**src/rtl/rf_wb_arbiter.sv**
```systemverilog
`default_nettype none
// ============================================================================
//  Module   : rf_wb_arbiter
//  Brief    : Register-file write-port arbiter, ALU priority over buffered loads.
//             Optional load bypass via RF_WB_BYPASS_EN.
//  Revision : 1.0 - initial release
// ============================================================================
module rf_wb_arbiter #(
    parameter int DATA_W = 16,
    parameter int ADDR_W = 3,
    parameter int DEPTH  = 2
) (
    input  logic                   clk,
    input  logic                   rst,
    input  logic                   alu_valid,
    input  logic [ADDR_W-1:0]      alu_rd,
    input  logic [DATA_W-1:0]      alu_data,
    input  logic                   mem_valid,
    output logic                   mem_ready,
    input  logic [ADDR_W-1:0]      mem_rd,
    input  logic [DATA_W-1:0]      mem_data,
    output logic                   rf_we,
    output logic [ADDR_W-1:0]      rf_rd,
    output logic [DATA_W-1:0]      rf_data,
    output logic [2**ADDR_W-1:0]   pending_mask
);

    localparam int PTR_W = $clog2(DEPTH);
    localparam int CNT_W = PTR_W + 1;
    localparam logic [CNT_W-1:0] c_depth = CNT_W'(DEPTH);

    logic [ADDR_W-1:0] r_fifo_rd   [DEPTH];
    logic [DATA_W-1:0] r_fifo_data [DEPTH];
    logic [DEPTH-1:0]  r_fifo_live;
    logic [PTR_W-1:0]  r_wr_ptr;
    logic [PTR_W-1:0]  r_rd_ptr;
    logic [CNT_W-1:0]  r_count;

    logic              w_accept;
    logic              w_empty;
    logic              w_pop;
    logic              w_head_live;
    logic              w_bypass;
    logic              w_push;
    logic              w_push_live;
    logic [DEPTH-1:0]  w_squash;

    assign mem_ready   = !rst && (r_count < c_depth);
    assign w_accept    = mem_valid && mem_ready;
    assign w_empty     = (r_count == '0);
    assign w_pop       = !alu_valid && !w_empty;
    assign w_head_live = r_fifo_live[r_rd_ptr];

`ifdef RF_WB_BYPASS_EN
    assign w_bypass    = w_accept && !alu_valid && w_empty && (mem_rd != '0);
`else
    assign w_bypass    = 1'b0;
`endif

    assign w_push      = w_accept && (mem_rd != '0) && !w_bypass;
    // A same-cycle ALU write to the same register is program-younger.
    assign w_push_live = !(alu_valid && (alu_rd == mem_rd));

    generate
        for (genvar gi = 0; gi < DEPTH; gi++) begin : g_squash
            assign w_squash[gi] = alu_valid && r_fifo_live[gi] && (r_fifo_rd[gi] == alu_rd);
        end
    endgenerate

    always_ff @(posedge clk) begin
        if (rst) begin
            r_wr_ptr    <= '0;
            r_rd_ptr    <= '0;
            r_count     <= '0;
            r_fifo_live <= '0;
        end else begin
            r_fifo_live <= r_fifo_live & ~w_squash;
            if (w_pop) begin
                r_fifo_live[r_rd_ptr] <= 1'b0;
                r_rd_ptr              <= r_rd_ptr + 1'b1;
            end
            if (w_push) begin
                r_fifo_live[r_wr_ptr] <= w_push_live;
                r_wr_ptr              <= r_wr_ptr + 1'b1;
            end
            case ({w_push, w_pop})
                2'b10:   r_count <= r_count + 1'b1;
                2'b01:   r_count <= r_count - 1'b1;
                default: r_count <= r_count;
            endcase
        end
    end

    // Payload storage needs no reset; liveness alone decides visibility.
    always_ff @(posedge clk) begin
        if (w_push) begin
            r_fifo_rd[r_wr_ptr]   <= mem_rd;
            r_fifo_data[r_wr_ptr] <= mem_data;
        end
    end

    always_ff @(posedge clk) begin
        if (rst) begin
            rf_we   <= 1'b0;
            rf_rd   <= '0;
            rf_data <= '0;
        end else if (alu_valid && (alu_rd != '0)) begin
            rf_we   <= 1'b1;
            rf_rd   <= alu_rd;
            rf_data <= alu_data;
        end else if (w_pop && w_head_live) begin
            rf_we   <= 1'b1;
            rf_rd   <= r_fifo_rd[r_rd_ptr];
            rf_data <= r_fifo_data[r_rd_ptr];
        end else if (w_bypass) begin
            rf_we   <= 1'b1;
            rf_rd   <= mem_rd;
            rf_data <= mem_data;
        end else begin
            rf_we   <= 1'b0;
        end
    end

    always_comb begin
        pending_mask = '0;
        for (int i = 0; i < DEPTH; i++) begin
            if (r_fifo_live[i]) begin
                pending_mask[r_fifo_rd[i]] = 1'b1;
            end
        end
        pending_mask[0] = 1'b0;
    end

endmodule
`default_nettype wire

```
**config.mk**
```make
export PLATFORM = sky130hd
export DESIGN_NAME = rf_wb_arbiter
export DESIGN_NICKNAME = d
export VERILOG_FILES = /design/src/rtl/rf_wb_arbiter.sv
export SDC_FILE = /design/constraint.sdc
export NUM_CORES = 1
export LEC_CHECK = 0
export BUFFER_PORTS_ARGS = -buffer_cell sky130_fd_sc_hd__buf_2
export CORE_MARGIN = 2
export CORE_UTILIZATION = 47
export DETAILED_ROUTE_END_ITERATION = 6
export PLACE_DENSITY = 0.75
export SYNTH_ARGS = -nofsm -noshare
export SYNTH_HDL_FRONTEND = slang
export SYNTH_SLANG_ARGS = --single-unit
```
**constraint.sdc**
```tcl
create_clock -name clk -period 2.2 [get_ports clk]
set_clock_uncertainty 0.05 [all_clocks]
set_input_delay 0.44 -clock clk [delete_from_list [all_inputs] [get_ports clk]]
set_output_delay 0.44 -clock clk [all_outputs]
set_load 0.03 [all_outputs]
```
# Word level (Yosys, flattened, before mapping)
# Memories as Yosys holds them, arrays and structs flattened. A register that Yosys moved wholly into a read port is not among the register bits.
# Cells that the tools add are included.
# W data, S select, Z words.
# word_totals
ram_bits	38
elab_cells	85
out_inout_bits	29
in_bits	42
ff_bits	26
memories	2
# classes
n_eq_ne	5
order_cmp	9
n_addsub	4
muxes	29
n_reduce_logical	24
bitwise_logic	5
# memory_table
name	words	word_bits	rd	rd_ports_with_merged_regs	wr	line	rtl
r_fifo_data	2	16	1	1	1	33	logic [DATA_W-1:0] r_fifo_data [DEPTH];
r_fifo_rd	2	3	3	1	1	32	logic [ADDR_W-1:0] r_fifo_rd [DEPTH];
# ops
op	n
$mux W16	2
$mux W8	2
$logic_and A1 B1 Y1	15
$mux W1	14
$eq A3 B3 Y1	3
$lt A3 B4 Y1 const B	2
$or A8 B8 Y8	1
$demux W1 S3	2
$ge A3 B1 Y1 const B	2
$mux W2	3
$mux W3	2
$reduce_bool A3 Y1	2
$and A2 B2 Y2	2
$logic_not A1 Y1	4
$lt A1 B2 Y1 const B	2
$not A2 Y2	2
$pmux W2 S2	1
$reduce_bool A2 Y1	2
$add A1 B1 Y1 const B	2
$add A2 B1 Y2 const B	1
$bwmux W2	1
$demux W1 S1	2
$eq A2 B1 Y1 const B	1
$eq A2 B2 Y1 const B	1
other kinds (4)	5

# Logic depth before layout (Yosys ltp)
# Gate-level depths: netlist of the first run.
# logic_depth
ltp_word	10
depth_mapped	8

# Worst setup path after synthesis of the first run
# OpenSTA, ideal clock, no wires.
# synth_timing
kind	input to register
start	input port rst
end	memory r_fifo_data[0][0] (enable)
slack_ns	-0.570
arrival_ns	2.323
setup_ns	0.398
cell_stages	5
cell_sequence	buf_2 > nor2_1 > o311a_1 > inv_1 > nor2_1
# synth_via
elab_chain_cells	6
# synth_rtl
element	line	rtl
start: declaration	14	input logic rst,
$logic_not A1 Y1	48	assign mem_ready = !rst && (r_count < c_depth);
$logic_and A1 B1 Y1	48	
via mem_ready	19	output logic mem_ready,
$logic_and A1 B1 Y1	49	assign w_accept = mem_valid && mem_ready;
$logic_and A1 B1 Y1	60	assign w_push = w_accept && (mem_rd != '0) && !w_bypass;
$mux W1	96	if (w_push) begin
$mux W1 (implied by the code)	98	r_fifo_data[r_wr_ptr] <= mem_data;
end: declaration	33	
# The timed path passes the listed nets, and every way through them passes these cells.

==> run summary, run 1 <==
status: finished clean
EDFF count, synth: 38
Flop pwr share: 0.460
CTS tree: built
TNS Setup: 0 ps
layout cells sized above 1: 0.367
Die X: 81.2 um
Non-Filler Instances: 369
CP max FO: 6
largest net degree at the start of global routing: 21
combinational power share: 0.213
top-count cell post-synth: edfxtp_1
# rows: 28
Starting Density: 0.479
DRC viols: 0
post-DR wirelength/cell: 15.3 um
first-pass GRT wire length: 8710 um
post-route ant nets: 0
MaxCap Viol Count: 0
Leak: 1.34 nW
Mapped Nets: 257
placed insts: 353
synth cell count leaders: edfxtp_1 (38), dfxtp_1 (27), nand2_1 (24)
internal power: 2.33 mW
number of antenna diodes: 0
YS warnings: 0
arrival time worst endpoint: 1430 ps
Mapped Cells: 214
Least-Margin Pin Slew: 511 ps
cells on worst reg2reg path: 5
synth top area cells: edfxtp_1 (41%), dfxtp_1 (19%), mux2i_1 (7.5%)
die span in y: 81.2 um
Design Power: 3.25 mW
min-delay worst type: input port to flip-flop
Synth area leader: edfxtp_1
DIE AREA: 6600 um2
reg2reg start: r_count[1]
startpoint types: flip-flop
Num CTS Buffers: 9
RR Endpoint: r_count[1]
worst vdd ir: 636 uV
Max Buffers Root-to-Sink: 2
R2R setup slack: 380 ps
Period minus WS final: 1920 ps
Placed Area: 3230 um2
DRT iter0 DRCs: 114
Hold Path Depth: 1
Setup Crit Path Kind: flip-flop to output pin
CTS Hold Bufs: 0
buffer count from post-CTS setup fixing: 0
Root Buffer: clkbuf_8
CTS resizes: 0
Clock Power Share: 0.327
Seq/Total Area, Yosys: 0.600
All-Layer GR Usage: 0.182
Skew-Pair Late Insertion Delay: 330 ps
share of the synthesized area in the top cell type: 0.407
endpoints failing hold: 0
hold path start: mem_data[14]
vias in the first global route: 1806
via/cell ratio: 5.17
io pins: 71
power per cell area: 945 nW/um2
Clock Sinks: 65
htree depth: 3
dpl hpwl: 4050 um
1st-pass router iterations: 4
Mapped Area: 2800 um2
Synth Flop Type: edfxtp_1
switching share of power: 0.285
final setup vio count: 0
fin nets: 332
Slew Viols, Final: 0
Mapped Avg Cell Area: 13.1 um2
asr flop ratio synth: 0
core box area: 5850 um2
IO buf count: 69
cell area after layout: 3440 um2
Switching Power: 0.927 mW
RSZ-0062 raised after global routing: false
gp weighted congestion: 0.770
Worst setup EP type: output pin
hold endpoint: r_fifo_data[0][14]
vias: 1907
Peak Freq: 521 MHz
Synth Register Bits: 65
initial antenna violation count: 0
remaining global-route overflow: 0
post-route setup slack: 279 ps
Worst Path Required: 1710 ps
Max-Slew Margin vs Limit: 0.659
Post-Route WL: 5630 um
Cell variety after synth: 35
period utilization: 0.873
Layout area overhead: 22.7%
pre-CTS setup slack: 189 ps
Reg clk slew, reported paths: 70 ps
[flip-flops by register name (all words and copies together), names as in the netlist, named ones only]
signal	flops
r_count	2
r_fifo_data	32
r_fifo_live	2
r_fifo_rd	6
r_rd_ptr	1
r_wr_ptr	1
rf_data	16
rf_rd	3
rf_we	1
[kinds of logic (layout without fill, tap and decap cells)]
family          Yosys count  after routing  share of synthesized area
buf+inv                  17             97                     0.0393
mux                      22             22                     0.0790
flops                    65             65                      0.600
compound gates           53             53                      0.164
simple gates             42             42                     0.0718
other cells               1              1                    0.00134
xor+xnor                 13             13                     0.0406
fa+ha+maj                 1              1                    0.00446
[power by group through the flow]
stage               combinational, mW  sequential, mW  clock [mW]
floorplan                       0.445            1.58           0
global placement                0.689            1.52           0
detailed placement              0.701            1.52           0
CTS                             0.703            1.50        1.09
global route                    0.759            1.51        1.14
finish                          0.694            1.50        1.06
[area by class of cell]
type / instances / area (um2)
timing repair buffer: 77 / 418
clock inverter: 7 / 85.1
fill: 495 / 2410
inverter: 4 / 15.0
sequential: 65 / 1680
multi-input combinational: 132 / 1020
clock buffer: 9 / 124
tap: 75 / 93.8
[worst max-delay path, stage by stage, from the launching register on]
cell and delay, ps:
edfxtp_1 500, nand2b_1 210, o32ai_1 140, buf_2 250
[stage by stage]
stage                     utilization  hold slack (ps)
after global placement          0.552              391
after floorplan                     -              425
after detailed placement        0.552              391
after global routing            0.588              221
final                           0.588              241
after CTS                       0.588              223
[how the worst max path moves through the flow]
stage                     cells after the start         endpoint       startpoint
final                                         3  pending_mask[2]  r_fifo_rd[0][2]
after global routing                          3  pending_mask[2]  r_fifo_rd[0][2]
after CTS                                     3  pending_mask[2]  r_fifo_rd[0][2]
after detailed placement                      6       r_count[1]        mem_rd[0]
after global placement                        6       r_count[1]        mem_rd[0]
after floorplan                               7       r_count[1]              rst
[layer usage]
layer | GRT usage | vias to the layer above | part of all wire
met5 | 0 | - | 0
met4 | 0.103 | 0 | 0.023
met3 | 0.0411 | 12 | 0.045
met2 | 0.293 | 60 | 0.49
met1 | 0.226 | 894 | 0.44
li1 | - | 941 | -
[cells in the final DEF, fill, tap and decap left out, types with 2 or more instances in the layout]
cell       instances
buf_2             69
buf_4              7
bufinv_16          2
clkbuf_8           9
clkinv_1           2
clkinv_2           2
dfxtp_1           27
edfxtp_1          38
inv_1              4
mux2i_1           21
nand2_1           24
nand2b_1           6
nand4_1            3
nor2_1             4
o21ai_0           19
o22ai_1            5
o2bb2ai_1          9
o2bb2ai_2         10
o32ai_1            2
xnor2_1           12
(Power assumes the default switching activity.)
==> run 2, diff against run 1 <==
Settings changed: CELL_PAD_IN_SITES_DETAIL_PLACEMENT set to 0, CELL_PAD_IN_SITES_GLOBAL_PLACEMENT set to 1, CORE_UTILIZATION 47 to 38, PLACE_DENSITY 0.75 to not set, PLACE_DENSITY_LB_ADDON set to 0.1, RECOVER_POWER set to 100.
==> run summary, run 2 (synthesis results as in run 1) <==
status: finished clean
Starting Density: 0.389
Worst setup EP type: output pin
biggest regs: r_fifo_data x32, rf_data x16, r_fifo_rd x6
dpl hpwl: 4040 um
cell family with most CP delay: flip-flops
CTS tree: built
first-pass GRT wire length: 9470 um
Switching Power: 0.943 mW
Max Buffers Root-to-Sink: 2
vias in the first global route: 1864
area of the multi-input gates: 967 um2
IO buf count: 69
initial antenna violation count: 0
DRC viols: 0
metal2 WL: 2700 um
endpoints failing hold: 0
final setup vio count: 0
largest net degree at the start of global routing: 32
Worst path slowest cell: edfxtp_1
MaxCap Viol Count: 0
remaining global-route overflow: 0
max reg flops: 32
Clock Power Share: 0.345
Clock Sinks: 65
via/cell ratio: 4.92
Num CTS Buffers: 9
number of antenna diodes: 0
Die X: 89.9 um
top sig layer: met4
1st-pass router iterations: 4
most frequent cells in the layout: clkbuf_1 (39), edfxtp_1 (38), buf_2 (31)
startpoint types: flip-flop
Root Buffer: clkbuf_8
worst vdd ir: 610 uV
Layout area overhead: 20.9%
internal power: 2.35 mW
Worst path max stage delay: 490 ps
Flop pwr share: 0.456
final core occ: 0.470
post-route ant nets: 0
CTS resizes: 0
Period minus WS final: 2010 ps
RSZ-0062 raised after global routing: false
Leak: 1.18 nW
vias: 1932
period utilization: 0.915
Setup Crit Path Kind: flip-flop to output pin
layout cells sized above 1: 0.214
Sequential Area: 1680 um2
Max-Slew Margin vs Limit: 0.317
gp weighted congestion: 0.741
die span in y: 89.9 um
Peak Freq: 497 MHz
post-DR wirelength/cell: 14.9 um
Routed met3 length: 284 um
# rows: 31
cells on worst reg2reg path: 4
Worst Path Buf+Inv: 1
switching share of power: 0.286
fin nets: 332
arrival time worst endpoint: 1520 ps
io pins: 71
htree depth: 3
buffer count from post-CTS setup fixing: 0
Post-Route WL: 5840 um
Filler Cell Count: 704
Reg clk slew, reported paths: 80 ps
min-delay worst type: input port to flip-flop
TNS Setup: 0 ps
Skew-Pair Late Insertion Delay: 340 ps
CP Cell Sequence: nand2b_1 -> o22ai_1 -> clkbuf_1
core box area: 7210 um2
Least-Margin Pin Slew: 1020 ps
M1 WL: 2790 um
Hold Path Depth: 1
commonest non-fill, non-tap cell in the layout: clkbuf_1
All-Layer GR Usage: 0.151
Crit path depth: 3
combinational power share: 0.199
DRT iter0 DRCs: 93
Worst Path Required: 1710 ps
register bank with the most flops: r_fifo_data
power per cell area: 972 nW/um2
CP max FO: 6
DIE AREA: 8080 um2
Slew Viols, Final: 0
CTS Hold Bufs: 0
==> run 2: cell count changes in the layout (fill, tap and decap cells not counted), sizes merged <==
cell | previous run | this run
inv | 4 | 5
clkbuf | 9 | 51
buf | 77 | 36
clkinv | 4 | 2
==> run 2: worst register-to-register path: stages (launching register included) <==
cell     delay (ps)
dfxtp_1         330
nor2_1          180
o311a_1         250
and2_0          580
buf_12          230
==> run 2: final timing paths <==
kind | startpoint | endpoint | slack [ps]
hold / removal | mem_data[13] | r_fifo_data[1][13] | 230
hold reg to reg | rf_data[12] | rf_data[12] | 410
setup / recovery | r_fifo_rd[1][2] | pending_mask[3] | 190
setup reg to reg | r_count[1] | r_fifo_data[1][10] | 290
==> run 2: power by group through the flow <==
stage / combinational [mW] / clock, mW / sequential [mW]
after floorplan: 0.445 / 0 / 1.58
final: 0.655 / 1.14 / 1.50
after detailed placement: 0.705 / 0 / 1.53
after global placement: 0.702 / 0 / 1.53
after global routing: 0.720 / 1.22 / 1.52
after CTS: 0.709 / 1.17 / 1.51
==> run 2: cell type report <==
cell class                 instances  share of cell area
clock buffer                      10              0.0406
sequential                        65               0.496
clock inverter                     6              0.0266
timing repair buffer              77               0.110
tap                               99              0.0365
multi-input combinational        132               0.285
inverter                           4             0.00443
==> run 2: metrics by stage <==
stage / hold slack, ps / instances / total power [mW] / area (um2) / worst slack (ps)
after floorplan: 425 / 214 / 2.03 / 2820 / 39.7
after global placement: 395 / 377 / 2.24 / 3290 / 253
after detailed placement: 391 / 377 / 2.24 / 3290 / 228
after CTS: 213 / 393 / 3.38 / 3510 / 284
after global routing: 210 / 393 / 3.46 / 3390 / 109
final: 233 / 393 / 3.29 / 3390 / 187
==> run 2: routing by layer <==
metal,up-vias,GRT usage
met3,5,0.0511
met1,926,0.204
met5,-,0
met2,55,0.234
li1,946,-
met4,0,0.0423
==> run 3, diff against run 2 <==
Settings changed: CORE_ASPECT_RATIO set to 1.2, CTS_CLUSTER_SIZE set to 12.
==> run summary, run 3 (synthesis results as in run 1) <==
Crit path depth: 3
Starting Density: 0.390
dpl hpwl: 4110 um
1st-pass router iterations: 4
period utilization: 0.922
Worst path max stage delay: 500 ps
Setup Crit Path Kind: flip-flop to output pin
cells on worst reg2reg path: 4
vias in the first global route: 1919
TNS Setup: 0 ps
Clock Sinks: 65
RR Endpoint: r_fifo_data[1][3]
post-route ant nets: 0
Filler Cell Count: 705
cell family with most CP delay: flip-flops
core box area: 7190 um2
CTS tree: built
hold endpoint: r_fifo_data[0][9]
All-Layer GR Usage: 0.159
Max-Slew Margin vs Limit: 0.486
arrival time worst endpoint: 1540 ps
# rows: 34
Sequential Area: 1680 um2
Leak: 1.18 nW
final hold slack: 231 ps
Worst path slowest cell: edfxtp_1
power per cell area: 978 nW/um2
Worst Path Buf+Inv: 1
largest net degree at the start of global routing: 21
min-delay worst type: input port to flip-flop
endpoints failing hold: 0
gp weighted congestion: 0.775
Period minus WS final: 2030 ps
commonest non-fill, non-tap cell in the layout: clkbuf_1
Placed Area: 3260 um2
CTS Hold Bufs: 0
cell area after layout: 3360 um2
internal power: 2.35 mW
vias: 1925
initial antenna violation count: 0
Clock Power Share: 0.345
fin nets: 333
RSZ-0062 raised after global routing: false
switching share of power: 0.287
register bank with the most flops: r_fifo_data
CTS resizes: 0
Skew-Pair Late Insertion Delay: 340 ps
IO buf count: 69
max reg flops: 32
Post-Route WL: 5980 um
MaxCap Viol Count: 0
worst vdd ir: 571 uV
R2R setup slack: 270 ps
reg2reg start: r_count[1]
remaining global-route overflow: 0
Hold Path Depth: 1
buffer count from post-CTS setup fixing: 0
Num CTS Buffers: 9
Least-Margin Pin Slew: 771 ps
hold path start: mem_data[9]
CP Cell Sequence: nand2b_1 -> o32ai_1 -> clkbuf_1
biggest regs: r_fifo_data x32, rf_data x16, r_fifo_rd x6
combinational power share: 0.198
final setup vio count: 0
DRT iter0 DRCs: 107
DRC viols: 0
via/cell ratio: 5.00
Switching Power: 0.946 mW
Max Buffers Root-to-Sink: 2
io pins: 71
Layout area overhead: 20.0%
Die X: 82.4 um
most frequent cells in the layout: clkbuf_1 (40), edfxtp_1 (38), buf_2 (32)
die span in y: 98.1 um
Reg clk slew, reported paths: 80 ps
layout cells sized above 1: 0.207
Peak Freq: 493 MHz
DIE AREA: 8080 um2
area of the multi-input gates: 963 um2
CP max FO: 6
Flop pwr share: 0.457
first-pass GRT wire length: 9520 um
htree depth: 3
status: finished clean
number of antenna diodes: 0
post-DR wirelength/cell: 15.5 um
Worst setup EP type: output pin
Root Buffer: clkbuf_8
startpoint types: flip-flop
Worst Path Required: 1710 ps
Slew Viols, Final: 0
==> run 3: changes by cell type in the layout (fill, tap and decap cells not counted) <==
cell	before	now
and2_0	1	0
and2_2	0	1
buf_12	2	1
buf_2	31	32
clkbuf_1	39	40
clkinv_2	1	0
clkinvlp_4	1	3
inv_6	1	0
nor2_2	1	0
nor2_8	0	1
o2bb2ai_1	14	17
o2bb2ai_2	5	2
==> run 3: routing by layer <==
layer / share of wire / vias to the layer above / global-route usage / wire length [um]
li1: - / 949 / - / -
met1: 0.47 / 923 / 0.215 / 2790
met2: 0.47 / 46 / 0.237 / 2790
met3: 0.055 / 7 / 0.0499 / 330
met4: 0.011 / 0 / 0.0615 / 65
met5: 0 / - / 0 / 0
==> run 3: area by class of cell <==
| cell class | instances | area share |
|---|---|---|
| Timing Repair Buffer | 78 | 0.108 |
| Clock buffer | 10 | 0.0409 |
| Tap cell | 90 | 0.0335 |
| Sequential cell | 65 | 0.500 |
| Clock inverter | 6 | 0.0271 |
| Multi-Input combinational cell | 132 | 0.286 |
| Inverter | 4 | 0.00446 |
==> run 3: worst max-delay path by stage <==
stage                    startpoint              end  slack, ps
detailed placement        mem_rd[0]       r_count[1]        250
global placement          mem_rd[0]       r_count[1]        260
floorplan                       rst       r_count[1]         40
global route        r_fifo_rd[0][1]  pending_mask[4]        110
CTS                 r_fifo_rd[0][1]  pending_mask[4]        270
finish              r_fifo_rd[0][2]  pending_mask[2]        170
==> run 3: power by group through the flow <==
stage	combinational (mW)	clock, mW	sequential [mW]
2_1_floorplan	0.445	0	1.58
3_3_place_gp	0.701	0	1.53
3_5_place_dp	0.700	0	1.53
4_1_cts	0.703	1.17	1.51
5_1_grt	0.720	1.21	1.52
6_report	0.653	1.13	1.50
==> run 3: stage by stage <==
| step | setup WS [ps] | instances | utilization | total power, mW |
|---|---|---|---|---|
| 2_1_floorplan | 39.7 | 214 | - | 2.03 |
| 3_3_place_gp | 256 | 369 | 0.453 | 2.23 |
| 3_5_place_dp | 246 | 369 | 0.453 | 2.23 |
| 4_1_cts | 273 | 385 | 0.485 | 3.37 |
| 5_1_grt | 112 | 385 | 0.468 | 3.45 |
| 6_report | 172 | 385 | 0.468 | 3.29 |
==> run 3: worst register-to-register path, cell delays in order, from the launching register on <==
cell,delay (ps)
dfxtp_1,330
nor2_1,170
o311a_1,250
and2_2,170
clkbuf_1,580
